<file path="src/rtl/fwd_pkg.sv">
// Shared types for the forwarding / load-use hazard unit.
package fwd_pkg;

  // EX operand mux select, one per source operand.
  typedef enum logic [1:0] {
    FWD_RF     = 2'b00,
    FWD_MEM_WB = 2'b01,
    FWD_EX_MEM = 2'b10
  } fwd_sel_t;

  // Load-use stall sequencer states.
  typedef enum logic {
    RUN      = 1'b0,
    LU_STALL = 1'b1
  } hz_state_t;

endpackage

</file>
<file path="src/rtl/fwd_hazard_unit_if.sv">
// Bundle between the ID stage and the forwarding / hazard unit.
interface fwd_hazard_unit_if #(
  parameter int unsigned NUM_SRC    = 2,
  parameter int unsigned REG_ADDR_W = 5
) ();

  logic [NUM_SRC*REG_ADDR_W-1:0] id_rs;
  logic [NUM_SRC-1:0]            id_rs_used;
  logic [REG_ADDR_W-1:0]         id_ex_rd;
  logic                          id_ex_reg_write;
  logic                          id_ex_mem_read;
  logic [REG_ADDR_W-1:0]         ex_mem_rd;
  logic                          ex_mem_reg_write;
  logic                          ex_stall;
  logic                          flush;
  logic [2*NUM_SRC-1:0]          fwd_sel;
  logic                          stall;
  logic                          bubble;

  // Pipeline side: presents the ID sources and downstream destinations.
  modport master (
    output id_rs, id_rs_used, id_ex_rd, id_ex_reg_write, id_ex_mem_read,
    output ex_mem_rd, ex_mem_reg_write, ex_stall, flush,
    input  fwd_sel, stall, bubble
  );

  // Hazard unit side.
  modport slave (
    input  id_rs, id_rs_used, id_ex_rd, id_ex_reg_write, id_ex_mem_read,
    input  ex_mem_rd, ex_mem_reg_write, ex_stall, flush,
    output fwd_sel, stall, bubble
  );

endinterface

</file>
<file path="src/rtl/fwd_src_cmp.sv">
// Per-source comparator: forwarding select and load-use contribution for one operand.
module fwd_src_cmp
  import fwd_pkg::*;
#(
  parameter int unsigned REG_ADDR_W = 5
) (
  input  logic [REG_ADDR_W-1:0] rs,
  input  logic                  rs_used,
  input  logic [REG_ADDR_W-1:0] id_ex_rd,
  input  logic                  id_ex_reg_write,
  input  logic                  id_ex_mem_read,
  input  logic [REG_ADDR_W-1:0] ex_mem_rd,
  input  logic                  ex_mem_reg_write,
  output fwd_sel_t              next_sel,
  output logic                  lu_hit
);

  logic match_ex;
  logic match_mem;

  // Younger producer (ID/EX) wins; x0 never matches.
  always_comb begin
    match_ex  = rs_used && (rs != '0) && id_ex_reg_write && (rs == id_ex_rd);
    match_mem = rs_used && (rs != '0) && ex_mem_reg_write && (rs == ex_mem_rd);
    lu_hit    = match_ex && id_ex_mem_read;
    if (match_ex && !id_ex_mem_read) begin
      next_sel = FWD_EX_MEM;
    end else if (match_mem) begin
      next_sel = FWD_MEM_WB;
    end else begin
      // Current MEM/WB writer is covered by the write-through regfile.
      next_sel = FWD_RF;
    end
  end

endmodule

</file>
<file path="src/rtl/fwd_hazard_unit.sv">
// Registered forwarding selects and load-use stall sequencer beside the ID stage.
module fwd_hazard_unit #(
  parameter int unsigned NUM_SRC           = 2,
  parameter int unsigned REG_ADDR_W        = 5,
  parameter int unsigned LOAD_STALL_CYCLES = 1
) (
  input logic              clk,
  input logic              rst_n,
  fwd_hazard_unit_if.slave bus
);
  import fwd_pkg::*;

  localparam int unsigned CntW = $clog2(LOAD_STALL_CYCLES) + 1;

  fwd_sel_t             next_sel [NUM_SRC];
  logic [NUM_SRC-1:0]   src_lu_hit;
  logic                 lu_hit;
  logic                 stall_int;
  logic [2*NUM_SRC-1:0] sel_d, sel_q;
  hz_state_t            state_d, state_q;
  logic [CntW-1:0]      cnt_d, cnt_q;

  for (genvar i = 0; i < NUM_SRC; i++) begin : g_src
    fwd_src_cmp #(
      .REG_ADDR_W (REG_ADDR_W)
    ) u_cmp (
      .rs               (bus.id_rs[i*REG_ADDR_W +: REG_ADDR_W]),
      .rs_used          (bus.id_rs_used[i]),
      .id_ex_rd         (bus.id_ex_rd),
      .id_ex_reg_write  (bus.id_ex_reg_write),
      .id_ex_mem_read   (bus.id_ex_mem_read),
      .ex_mem_rd        (bus.ex_mem_rd),
      .ex_mem_reg_write (bus.ex_mem_reg_write),
      .next_sel         (next_sel[i]),
      .lu_hit           (src_lu_hit[i])
    );
  end

  assign lu_hit = |src_lu_hit;

  // Stall sequencer: next state, counter and combinational stall.
  always_comb begin
    state_d   = state_q;
    cnt_d     = cnt_q;
    stall_int = 1'b0;
    unique case (state_q)
      RUN: begin
        stall_int = lu_hit;
        // Single-bubble case needs no extra state: ID/EX holds the bubble next cycle.
        if (lu_hit && (LOAD_STALL_CYCLES > 1)) begin
          state_d = LU_STALL;
          cnt_d   = CntW'(LOAD_STALL_CYCLES - 1);
        end
      end
      LU_STALL: begin
        stall_int = 1'b1;
        if (cnt_q <= CntW'(1)) begin
          state_d = RUN;
          cnt_d   = '0;
        end else begin
          cnt_d = cnt_q - CntW'(1);
        end
      end
      default: begin
        state_d = RUN;
        cnt_d   = '0;
      end
    endcase
    // Flush squashes ID and aborts any pending stall.
    if (bus.flush) begin
      stall_int = 1'b0;
      state_d   = RUN;
      cnt_d     = '0;
    end
  end

  // Next operand selects; a squashed or bubbled slot reads the regfile.
  always_comb begin
    sel_d = '0;
    if (!bus.flush && !stall_int) begin
      for (int unsigned i = 0; i < NUM_SRC; i++) begin
        sel_d[2*i +: 2] = next_sel[i];
      end
    end
  end

  // State and select registers; a frozen EX holds everything.
  always_ff @(posedge clk or negedge rst_n) begin
    if (!rst_n) begin
      state_q <= RUN;
      cnt_q   <= '0;
      sel_q   <= '0;
    end else if (!bus.ex_stall) begin
      state_q <= state_d;
      cnt_q   <= cnt_d;
      sel_q   <= sel_d;
    end
  end

  assign bus.fwd_sel = sel_q;
  assign bus.stall   = stall_int;
  assign bus.bubble  = stall_int;

endmodule

</file>
<file path="src/flat_wrapper.sv">
// flat-port wrapper written by rule: the top's interface ports become plain ports
module fwd_hazard_unit_flat import fwd_pkg::*;
#(
  parameter int unsigned NUM_SRC           = 2,
  parameter int unsigned REG_ADDR_W        = 5,
  parameter int unsigned LOAD_STALL_CYCLES = 1
)
  (clk, rst_n, bus_id_rs, bus_id_rs_used, bus_id_ex_rd, bus_id_ex_reg_write, bus_id_ex_mem_read, bus_ex_mem_rd, bus_ex_mem_reg_write, bus_ex_stall, bus_flush, bus_fwd_sel, bus_stall, bus_bubble);
  fwd_hazard_unit_if #(.NUM_SRC(NUM_SRC), .REG_ADDR_W(REG_ADDR_W)) bus_i ();
  input logic clk;
  input logic rst_n;
  input wire logic [$bits(bus_i.id_rs)-1:0] bus_id_rs;
  input wire logic [$bits(bus_i.id_rs_used)-1:0] bus_id_rs_used;
  input wire logic [$bits(bus_i.id_ex_rd)-1:0] bus_id_ex_rd;
  input wire logic [$bits(bus_i.id_ex_reg_write)-1:0] bus_id_ex_reg_write;
  input wire logic [$bits(bus_i.id_ex_mem_read)-1:0] bus_id_ex_mem_read;
  input wire logic [$bits(bus_i.ex_mem_rd)-1:0] bus_ex_mem_rd;
  input wire logic [$bits(bus_i.ex_mem_reg_write)-1:0] bus_ex_mem_reg_write;
  input wire logic [$bits(bus_i.ex_stall)-1:0] bus_ex_stall;
  input wire logic [$bits(bus_i.flush)-1:0] bus_flush;
  output wire logic [$bits(bus_i.fwd_sel)-1:0] bus_fwd_sel;
  output wire logic [$bits(bus_i.stall)-1:0] bus_stall;
  output wire logic [$bits(bus_i.bubble)-1:0] bus_bubble;
  assign bus_i.id_rs = bus_id_rs;
  assign bus_i.id_rs_used = bus_id_rs_used;
  assign bus_i.id_ex_rd = bus_id_ex_rd;
  assign bus_i.id_ex_reg_write = bus_id_ex_reg_write;
  assign bus_i.id_ex_mem_read = bus_id_ex_mem_read;
  assign bus_i.ex_mem_rd = bus_ex_mem_rd;
  assign bus_i.ex_mem_reg_write = bus_ex_mem_reg_write;
  assign bus_i.ex_stall = bus_ex_stall;
  assign bus_i.flush = bus_flush;
  assign bus_fwd_sel = bus_i.fwd_sel;
  assign bus_stall = bus_i.stall;
  assign bus_bubble = bus_i.bubble;
  fwd_hazard_unit #(.NUM_SRC(NUM_SRC), .REG_ADDR_W(REG_ADDR_W), .LOAD_STALL_CYCLES(LOAD_STALL_CYCLES)) u_core (.clk(clk), .rst_n(rst_n), .bus(bus_i));
endmodule
</file>
<file path="config.mk">
export PLATFORM = sky130hd
export DESIGN_NAME = fwd_hazard_unit_flat
export DESIGN_NICKNAME = d
export VERILOG_FILES = /design/src/rtl/fwd_pkg.sv /design/src/rtl/fwd_hazard_unit_if.sv /design/src/rtl/fwd_src_cmp.sv /design/src/rtl/fwd_hazard_unit.sv /design/src/flat_wrapper.sv
export SDC_FILE = /design/constraint.sdc
export NUM_CORES = 1
export LEC_CHECK = 0
export ABC_AREA = 1
export BUFFER_PORTS_ARGS = -buffer_cell sky130_fd_sc_hd__buf_2
export CAP_MARGIN = 0
export CORE_UTILIZATION = 46
export DETAILED_ROUTE_END_ITERATION = 6
export HOLD_SLACK_MARGIN = 0.02
export PLACE_DENSITY = 0.79
export SLEW_MARGIN = 40
export SYNTH_ARGS = -nofsm -noshare
export SYNTH_HDL_FRONTEND = slang
export SYNTH_HIERARCHICAL = 1
export SYNTH_SLANG_ARGS = --single-unit
</file>
<file path="constraint.sdc">
create_clock -name clk -period 1.4 [get_ports clk]
set_input_delay 0.07 -clock clk [delete_from_list [all_inputs] [get_ports clk]]
set_output_delay 0.07 -clock clk [all_outputs]
set_load 0.01 [all_outputs]
</file>
Word-level counts from Yosys, hierarchy flattened
Cells that the tools add are included.
{"block": "word_totals", "regBits": 6, "output_inout_bits": 6, "elab_cells": 47}
{"block": "classes", "mux": 13, "reduce_logical": 23, "addsub": 1, "n_lt_le_gt_ge": 1, "n_eq_ne": 4, "bitwise_logic": 2}
{"operator": "== test 5 bit", "count": 4}
{"operator": "logical AND 1 bit", "count": 15}
{"operator": "nonzero test 5 bit", "count": 2}
{"operator": "two-way mux 1 bit", "count": 9}
{"operator": "two-way mux 2 bit", "count": 2}
{"operator": "two-way mux 4 bit", "count": 1}
{"operator": "logical NOT 1 bit", "count": 3}
{"operator": "NOT 1 bit", "count": 2}
{"operator": "one-hot mux 1 bit (2 select lines)", "count": 1}
{"operator": "AND reduction 2 bit", "count": 1}
{"operator": "nonzero test 2 bit", "count": 1}
{"operator": "OR reduction 2 bit", "count": 1}
{"operator": "<= comparator 1 bit (second input constant)", "count": 1}
{"operator": "subtractor 1 bit (second input constant)", "count": 1}

Logic depth before layout (Yosys ltp)
Gate-level depths: netlist (run 1).
{"block": "logic_depth", "word_depth": 11, "mapped_depth": 13}

Modules after synthesis
The synthesis (run 1) kept the hierarchy.
{"mod": "fwd_src_cmp", "cells_per_inst": 57, "instances": 2, "area_each_um2": 265.3}
{"mod": "fwd_hazard_unit", "cells_per_inst": 29, "instances": 1, "area_each_um2": 227.7}

Least setup slack after synthesis (run 1)
Ideal clock, no wire load.
{"block": "synth_path", "path_type": "input -> output", "start": "input bus_id_rs[5]", "end": "output bus_stall", "n_path_buf": 1, "arrival_time_ns": 1.149, "path_slack_ns": 0.181, "path_stages": 8, "cell_sequence": "inv_2 > nor2_1 > nor3_1 > nand3_1 > nor3_1 > nor2_4 > nor2_1 > buf_4"}
{"block": "synth_between", "elab_chain_cells": 8}
{"element": "from (decl)", "line_no": "flat_wrapper.sv:12", "rtl": "input wire logic [$bits(bus_i.id_rs)-1:0] bus_id_rs;"}
{"element": "nonzero test 5 bit", "line_no": "fwd_src_cmp.sv:23", "rtl": "match_ex = rs_used && (rs != '0) && id_ex_reg_write && (rs == id_ex_rd);"}
{"element": "logical AND 1 bit (2 in a row)", "line_no": "fwd_src_cmp.sv:23"}
{"element": "logical AND 1 bit *", "line_no": "fwd_src_cmp.sv:23"}
{"element": "logical AND 1 bit *", "line_no": "fwd_src_cmp.sv:25", "rtl": "lu_hit = match_ex && id_ex_mem_read;"}
{"element": "net u_core.src_lu_hit[1]", "line_no": "fwd_hazard_unit.sv:16", "rtl": "logic [NUM_SRC-1:0] src_lu_hit;"}
{"element": "OR reduction 2 bit *", "line_no": "fwd_hazard_unit.sv:39", "rtl": "assign lu_hit = |src_lu_hit;"}
{"element": "one-hot mux 1 bit (2 select lines) *", "line_no": "fwd_hazard_unit.sv:46", "rtl": "unique case (state_q)"}
{"element": "two-way mux 1 bit *", "line_no": "fwd_hazard_unit.sv:70", "rtl": "if (bus.flush) begin"}
{"element": "to (decl)", "line_no": "flat_wrapper.sv:22", "rtl": "output wire logic [$bits(bus_i.stall)-1:0] bus_stall;"}
The timed path passes the listed nets; every way through them passes the cells marked *.

Worst setup path after layout (run 1)
Same ends and word-level chain as after synthesis.

==> results of run 1 <==
worst paths after layout:
path	startpoint	slack [ps]	end	cells after the start
worst max-delay path	bus_id_rs[5]	110	bus_stall	9
worst min-delay path	bus_flush	150	u_core/bus.fwd_sel[2]	4
worst min register to register	u_core/bus.fwd_sel[2]	470	u_core/bus.fwd_sel[2]	2
worst max register to register	u_core/bus.fwd_sel[3]	800	u_core/bus.fwd_sel[3]	2
min in group asynchronous	rst_n	180	u_core/bus.fwd_sel[2]	2
max in group asynchronous	rst_n	1100	u_core/bus.fwd_sel[3]	2
worst max-delay path, stage by stage:
cell	delay, ps
buf_2	110
inv_2	90
nor2_1	60
nor3_1	180
nand3_1	90
nor3_1	270
nor2_4	90
nor2_1	120
buf_2	140
layout by cell type (no fill, tap or decap), drive strengths merged:
cell type,synthesis,routed
nand2,44,44
or2,2,2
xor2,6,6
nor3,4,4
nor2,34,34
dlygate4sd3,0,1
buf,2,34
o21ai,6,6
dfrtp,4,4
clkbuf,0,3
inv,29,29
nand3,12,12
layout make-up:
class	count	area, sq um	share of cell area
clock buffer	3	22.5	0.0233
inverter	29	109	0.113
multi-input combinational	108	536	0.554
sequential	4	100	0.103
tap	16	20.0	0.0207
timing repair buffer	35	180	0.186
synthesized netlist by cell type:
master and n:
nor2_1 25, nand2_1 38, xor2_1 6, inv_1 22
nand2_2 4, inv_2 7, nand3_2 2, dfrtp_1 4
buf_4 1, nor2_2 8, o21ai_0 6, nand3_1 10
or2_1 2, nand2_4 2, nor3_1 4, nor2_4 1
buf_6 1
layer usage:
layer | vias up | track usage | wire length [um]
met2 | 17 | 0.369 | 854
met1 | 370 | 0.325 | 914
met4 | 0 | 0.0688 | 0
li1 | 499 | - | -
met3 | 0 | 0.0388 | 73
met5 | - | 0 | 0
power by group through the flow:
| stage | registers, W | clock network, W | logic, W |
|---|---|---|---|
| 2_1_floorplan | 0.000119 | 0 | 0.000112 |
| 3_3_place_gp | 0.000119 | 0 | 0.000186 |
| 3_5_place_dp | 0.000119 | 0 | 0.000192 |
| 4_1_cts | 0.000117 | 0.000138 | 0.000195 |
| 5_1_grt | 0.000117 | 0.000152 | 0.000225 |
| 6_report | 0.000117 | 0.000132 | 0.000196 |
cells by family after synthesis:
| family | after synthesis | synth area share |
|---|---|---|
| buffers and inverters | 31 | 0.168 |
| AOI/OAI and AO/OA | 6 | 0.0396 |
| xor gates and xnor gates | 6 | 0.0693 |
| and+or+nand+nor | 96 | 0.591 |
| DFF | 4 | 0.132 |
through the flow:
step	util	setup slack [ps]	cells
detailed placement	0.610	116	191
CTS	0.631	110	195
global placement	0.610	126	191
global route	0.635	26.8	195
floorplan	-	181	143
finish	0.635	112	195
repair_timing:
item / in CTS / in global routing
resized for setup: 0 / 1
setup endpoints to repair: 0 / 2
hold endpoints to repair: 4 / 0
setup buffers: 0 / 0
hold buffers: 1 / 0
==> impl_results.md, run 1 <==
- Area grow syn2layout: 27.6%
- CP endpoint kind: primary output
- Horiz. Die Dim: roughly 43 um
- Global-route usage over all layers: 0.234
- DRC viols: 0
- Unrepaired setup endpoints after global routing: no
- Final weighted congestion in routability-driven placement: roughly 0.82
- Floorplan die area: between 1500 and 2000 sq um
- Site row count: 14
- Worst EP arrival: 1220 ps
- Synth Register Bits: 4
- Class of the tightest hold or removal check: in2reg
- First-iteration detailed-routing DRC count: 26
- Root cell of the clock tree: clkbuf_4
- Post-route setup TNS: 0 ps
- Avg Vias per Cell: 4.54
- First drt pass iteration count: 4
- Number of CTS-inserted buffers: 3
- Clock edge transition at the registers on the reported setup and hold paths: 40 ps
- Critical Path Start Type: primary input
- Placeable core area: about 1500 sq um
- Cell internal power dissipation: 0.000290 W
- Via count of the routed design: 886
- Data required time at the worst endpoint: 1330 ps
- Part of the total power dissipated in the clock network: 0.297
- Sum of internal, switching and leakage power: 0.000445 W
- Setup Crit Path Kind: in2out
- Outcome: finished clean
- CTS H-tree depth: 1
- Top cell type's share of synthesized area: 0.188
- Power density of the placed cells: between 400 and 500 nW/um^2
- Number of global-route vias before repair: 811
- DPL Wire Length: 1.59 mm
- Share of total power in combinational logic: 0.440
- Largest cells by area after synthesis: nand2_1, dfrtp_1, nor2_1, inv_1, xor2_1
- Largest net degree at the start of global routing: 9
- Max-slew violation count: 0
- Static leakage: approximately 0.64 nW
- Sequential share of power: 0.263
- Number of nets with antenna violations after detailed routing: 0
- Largest area contributor in the synthesized netlist: nand2_1
- Final setup viols: 0
- TritonCTS clock tree: built
- Final Hold Vio Count: 0
- Global-route wire length before repair: between 3 and 4 mm
- Global-route congestion overflow total: 0
- Final non-filler cell area: 967 sq um
- Height of the die: roughly 43 um
- Final worst path period need: 1290 ps
- Net count, final: between 200 and 250
- NetSw: 0.000155 W
- Number of flip-flops in the largest register: 4
- Clock Tree Buf Depth: 2
- Num Clock Sinks: 4
- Ratio of cells with drive above 1 in the final layout: 0.346
- Worst VDD drop: around 0.00047 V
- Number of fill cells in the layout: 165
- Fraction of power spent switching nets: 0.348
- Worst hold slack after final layout: ~150 ps
- Later-pin clock latency in the skew report: 220 ps
- Post-Syn Area: ~760 sq um
- Average wire per cell in the routed design: 9.45 um
- Max_cap viols: 0
- Num ports: 35
- Maximum clock rate: 776 MHz
- Count of antenna diodes in the layout: 0
- Synth Net Count: 172
- Starting utilization of the core area: 0.498
- Yosys warning total: 6
- Number of port buffers: 34
- Average size of a mapped cell: 5.30 sq um
- Dpl cell area: 930 sq um
- Final cycle utilization of the critical path: 0.920
- Initial antenna violation count: 0
- Worst clock skew: 0 ps
- Number of library cell types mapped by synthesis: 17
- Headroom to the max-slew limit: 0.784
- Routed wire length: around 1.8 mm
- Post-Syn Instances: 143
- Share of the yosys chip area belonging to registers: 0.132
- Crit-path max FO: 5
- Slew of the pin with the lowest slew margin: between 300 and 400 ps
Note: power is estimated with default switching activity, not from simulation.
==> run 2, diff against run 1 <==
- RECOVER_POWER: unset -> 25
==> run 2 against run 1 <==
  * Die area unchanged
  * Sequential power about the same
  * Via count up 0.34%
  * Hold slack about the same
  * Clock skew unchanged
  * Global-route usage unchanged
  * Non-clock buffer count unchanged
  * Largest power group unchanged
  * Power about the same
  * Wire length down 0.11%
  * Combinational power about the same
  * First-iteration DRC count unchanged
  * Clock power about the same
==> impl_results.md, run 2 (same netlist as run 1, synthesis figures left out) <==
- Outcome: finished clean
- Global-route congestion overflow total: 0
- Data required time at the worst endpoint: approximately 1300 ps
- Site row count: 14
- Floorplan die area: approximately 1800 sq um
- Height of the die: approximately 43 um
- Dpl cell area: between 900 and 1000 sq um
- Average wire per cell in the routed design: 9.44 um
- Worst VDD drop: 0.000473 V
- Count of buffers added by post-CTS timing repair for setup: 0
- Global-route wire length before repair: 3.31 mm
- Number of flip-flops in the largest register: 4
- Routed wire length: about 1.8 mm
- Global-route usage over all layers: 0.234
- Number of CTS-inserted buffers: 3
- Num Clock Sinks: 4
- Net count, final: 210
- Slew of the pin with the lowest slew margin: 322 ps
- Area grow syn2layout: 27.4%
- Unrepaired setup endpoints after global routing: no
- CTS H-tree depth: 1
- Number of port buffers: 34
- Horiz. Die Dim: 42.6 um
- Final core utilization: 0.634
- Worst EP arrival: 1210 ps
- Clock edge transition at the registers on the reported setup and hold paths: 40 ps
- Placeable core area: 1520 sq um
- Max_cap viols: 0
- Root cell of the clock tree: clkbuf_4
- Crit-path max FO: 5
- Worst clock skew: 0 ps
- Number of nets with antenna violations after detailed routing: 0
- Count of antenna diodes in the layout: 0
- Most common cell after layout, fill and taps aside: nand2_1
- DRC viols: 0
- Via count of the routed design: 889
- Setup Crit Path Kind: in2out
- Headroom to the max-slew limit: 0.784
- Starting utilization of the core area: 0.498
- Most frequent cells in the layout: nand2_1, buf_2, nor2_1, inv_1, nand3_1
- TritonCTS clock tree: built
- Num ports: 35
- Initial antenna violation count: 0
- Final worst path period need: 1280 ps
- Final setup viols: 0
- Max-slew violation count: 0
- CP endpoint kind: primary output
- Class of the tightest hold or removal check: in2reg
- First drt pass iteration count: 4
- Power density of the placed cells: 461 nW/um^2
- DPL Wire Length: between 1.5 and 2 mm
- Final Hold Vio Count: 0
- Static leakage: approximately 0.63 nW
- Number of global-route vias before repair: 811
- Critical Path Start Type: primary input
- Clock Tree Buf Depth: 2
- Final cycle utilization of the critical path: 0.917
- Final weighted congestion in routability-driven placement: 0.823
- Later-pin clock latency in the skew report: 220 ps
- Avg Vias per Cell: around 4.6
- Maximum clock rate: 779 MHz
- First-iteration detailed-routing DRC count: 26
- Post-route setup TNS: 0 ps
- Final non-filler cell area: ~970 sq um
- Largest net degree at the start of global routing: 9
- Ratio of cells with drive above 1 in the final layout: 0.341
==> run 2: cell types whose count changed in the layout (fill, tap and decap cells not counted), sizes merged <==
| cell | change |
|---|---|
| buf | -1 |
| clkbuf | +1 |
==> run 2: per-stage QoR <==
stage	total power [W]	hold WS [ps]	std cells	worst slack [ps]
CTS	0.000450	143	195	110
global route	0.000494	169	195	26.8
global placement	0.000305	-127	191	126
finish	0.000445	147	195	116
floorplan	0.000231	-226	143	181
detailed placement	0.000311	-126	191	116
==> run 2: final cells by class <==
| cell class | count | area (sq um) |
|---|---|---|
| multi-input combinational | 108 | 536 |
| tap | 16 | 20.0 |
| timing repair buffer | 35 | 179 |
| clock buffer | 3 | 22.5 |
| inverter | 29 | 109 |
| sequential | 4 | 100 |
| fill | 165 | 558 |
==> run 2: worst max-delay path, cell delays in order <==
cell	delay, ps
buf_2	110
inv_2	90
nor2_1	60
nor3_1	180
nand3_1	90
nor3_1	270
nor2_4	90
nor2_1	110
buf_2	140
==> run 2: path summary, 6_finish.rpt <==
check,slack [ps],cells after the start,to,startpoint
worst max-delay path,120,9,bus_stall,bus_id_rs[5]
worst min-delay path,150,4,u_core/bus.fwd_sel[2],bus_flush
worst max register to register,800,2,u_core/bus.fwd_sel[3],u_core/bus.fwd_sel[3]
worst min register to register,470,2,u_core/bus.fwd_sel[2],u_core/bus.fwd_sel[2]
max in group asynchronous,1020,2,u_core/bus.fwd_sel[3],rst_n
min in group asynchronous,210,2,u_core/bus.fwd_sel[2],rst_n
==> run 2: report_power, final <==
| group | leakage (nW) | switching, W | internal, W | total (W) |
|---|---|---|---|---|
| Combinational | 0.563 | 0.000118 | 0.0000776 | 0.000196 |
| Clock | 0.0138 | 0.0000370 | 0.0000951 | 0.000132 |
| Sequential | 0.0558 | 0.000000284 | 0.000117 | 0.000117 |
| Total | 0.633 | 0.000155 | 0.000290 | 0.000445 |
==> run 2: per-layer routing <==
layer	vias to the layer above	global-route usage	part of all wire
li1	500	-	-
met1	372	0.325	0.50
met2	17	0.369	0.46
met3	0	0.0388	0.040
met4	0	0.0688	0
met5	-	0	0
==> run 2: what timing repair did <==
item                                    in CTS  in global routing
resized for setup                            0                  1
endpoints found under the setup margin       0                  2
hold endpoints to repair                     4                  0
hold buffers                                 1                  0
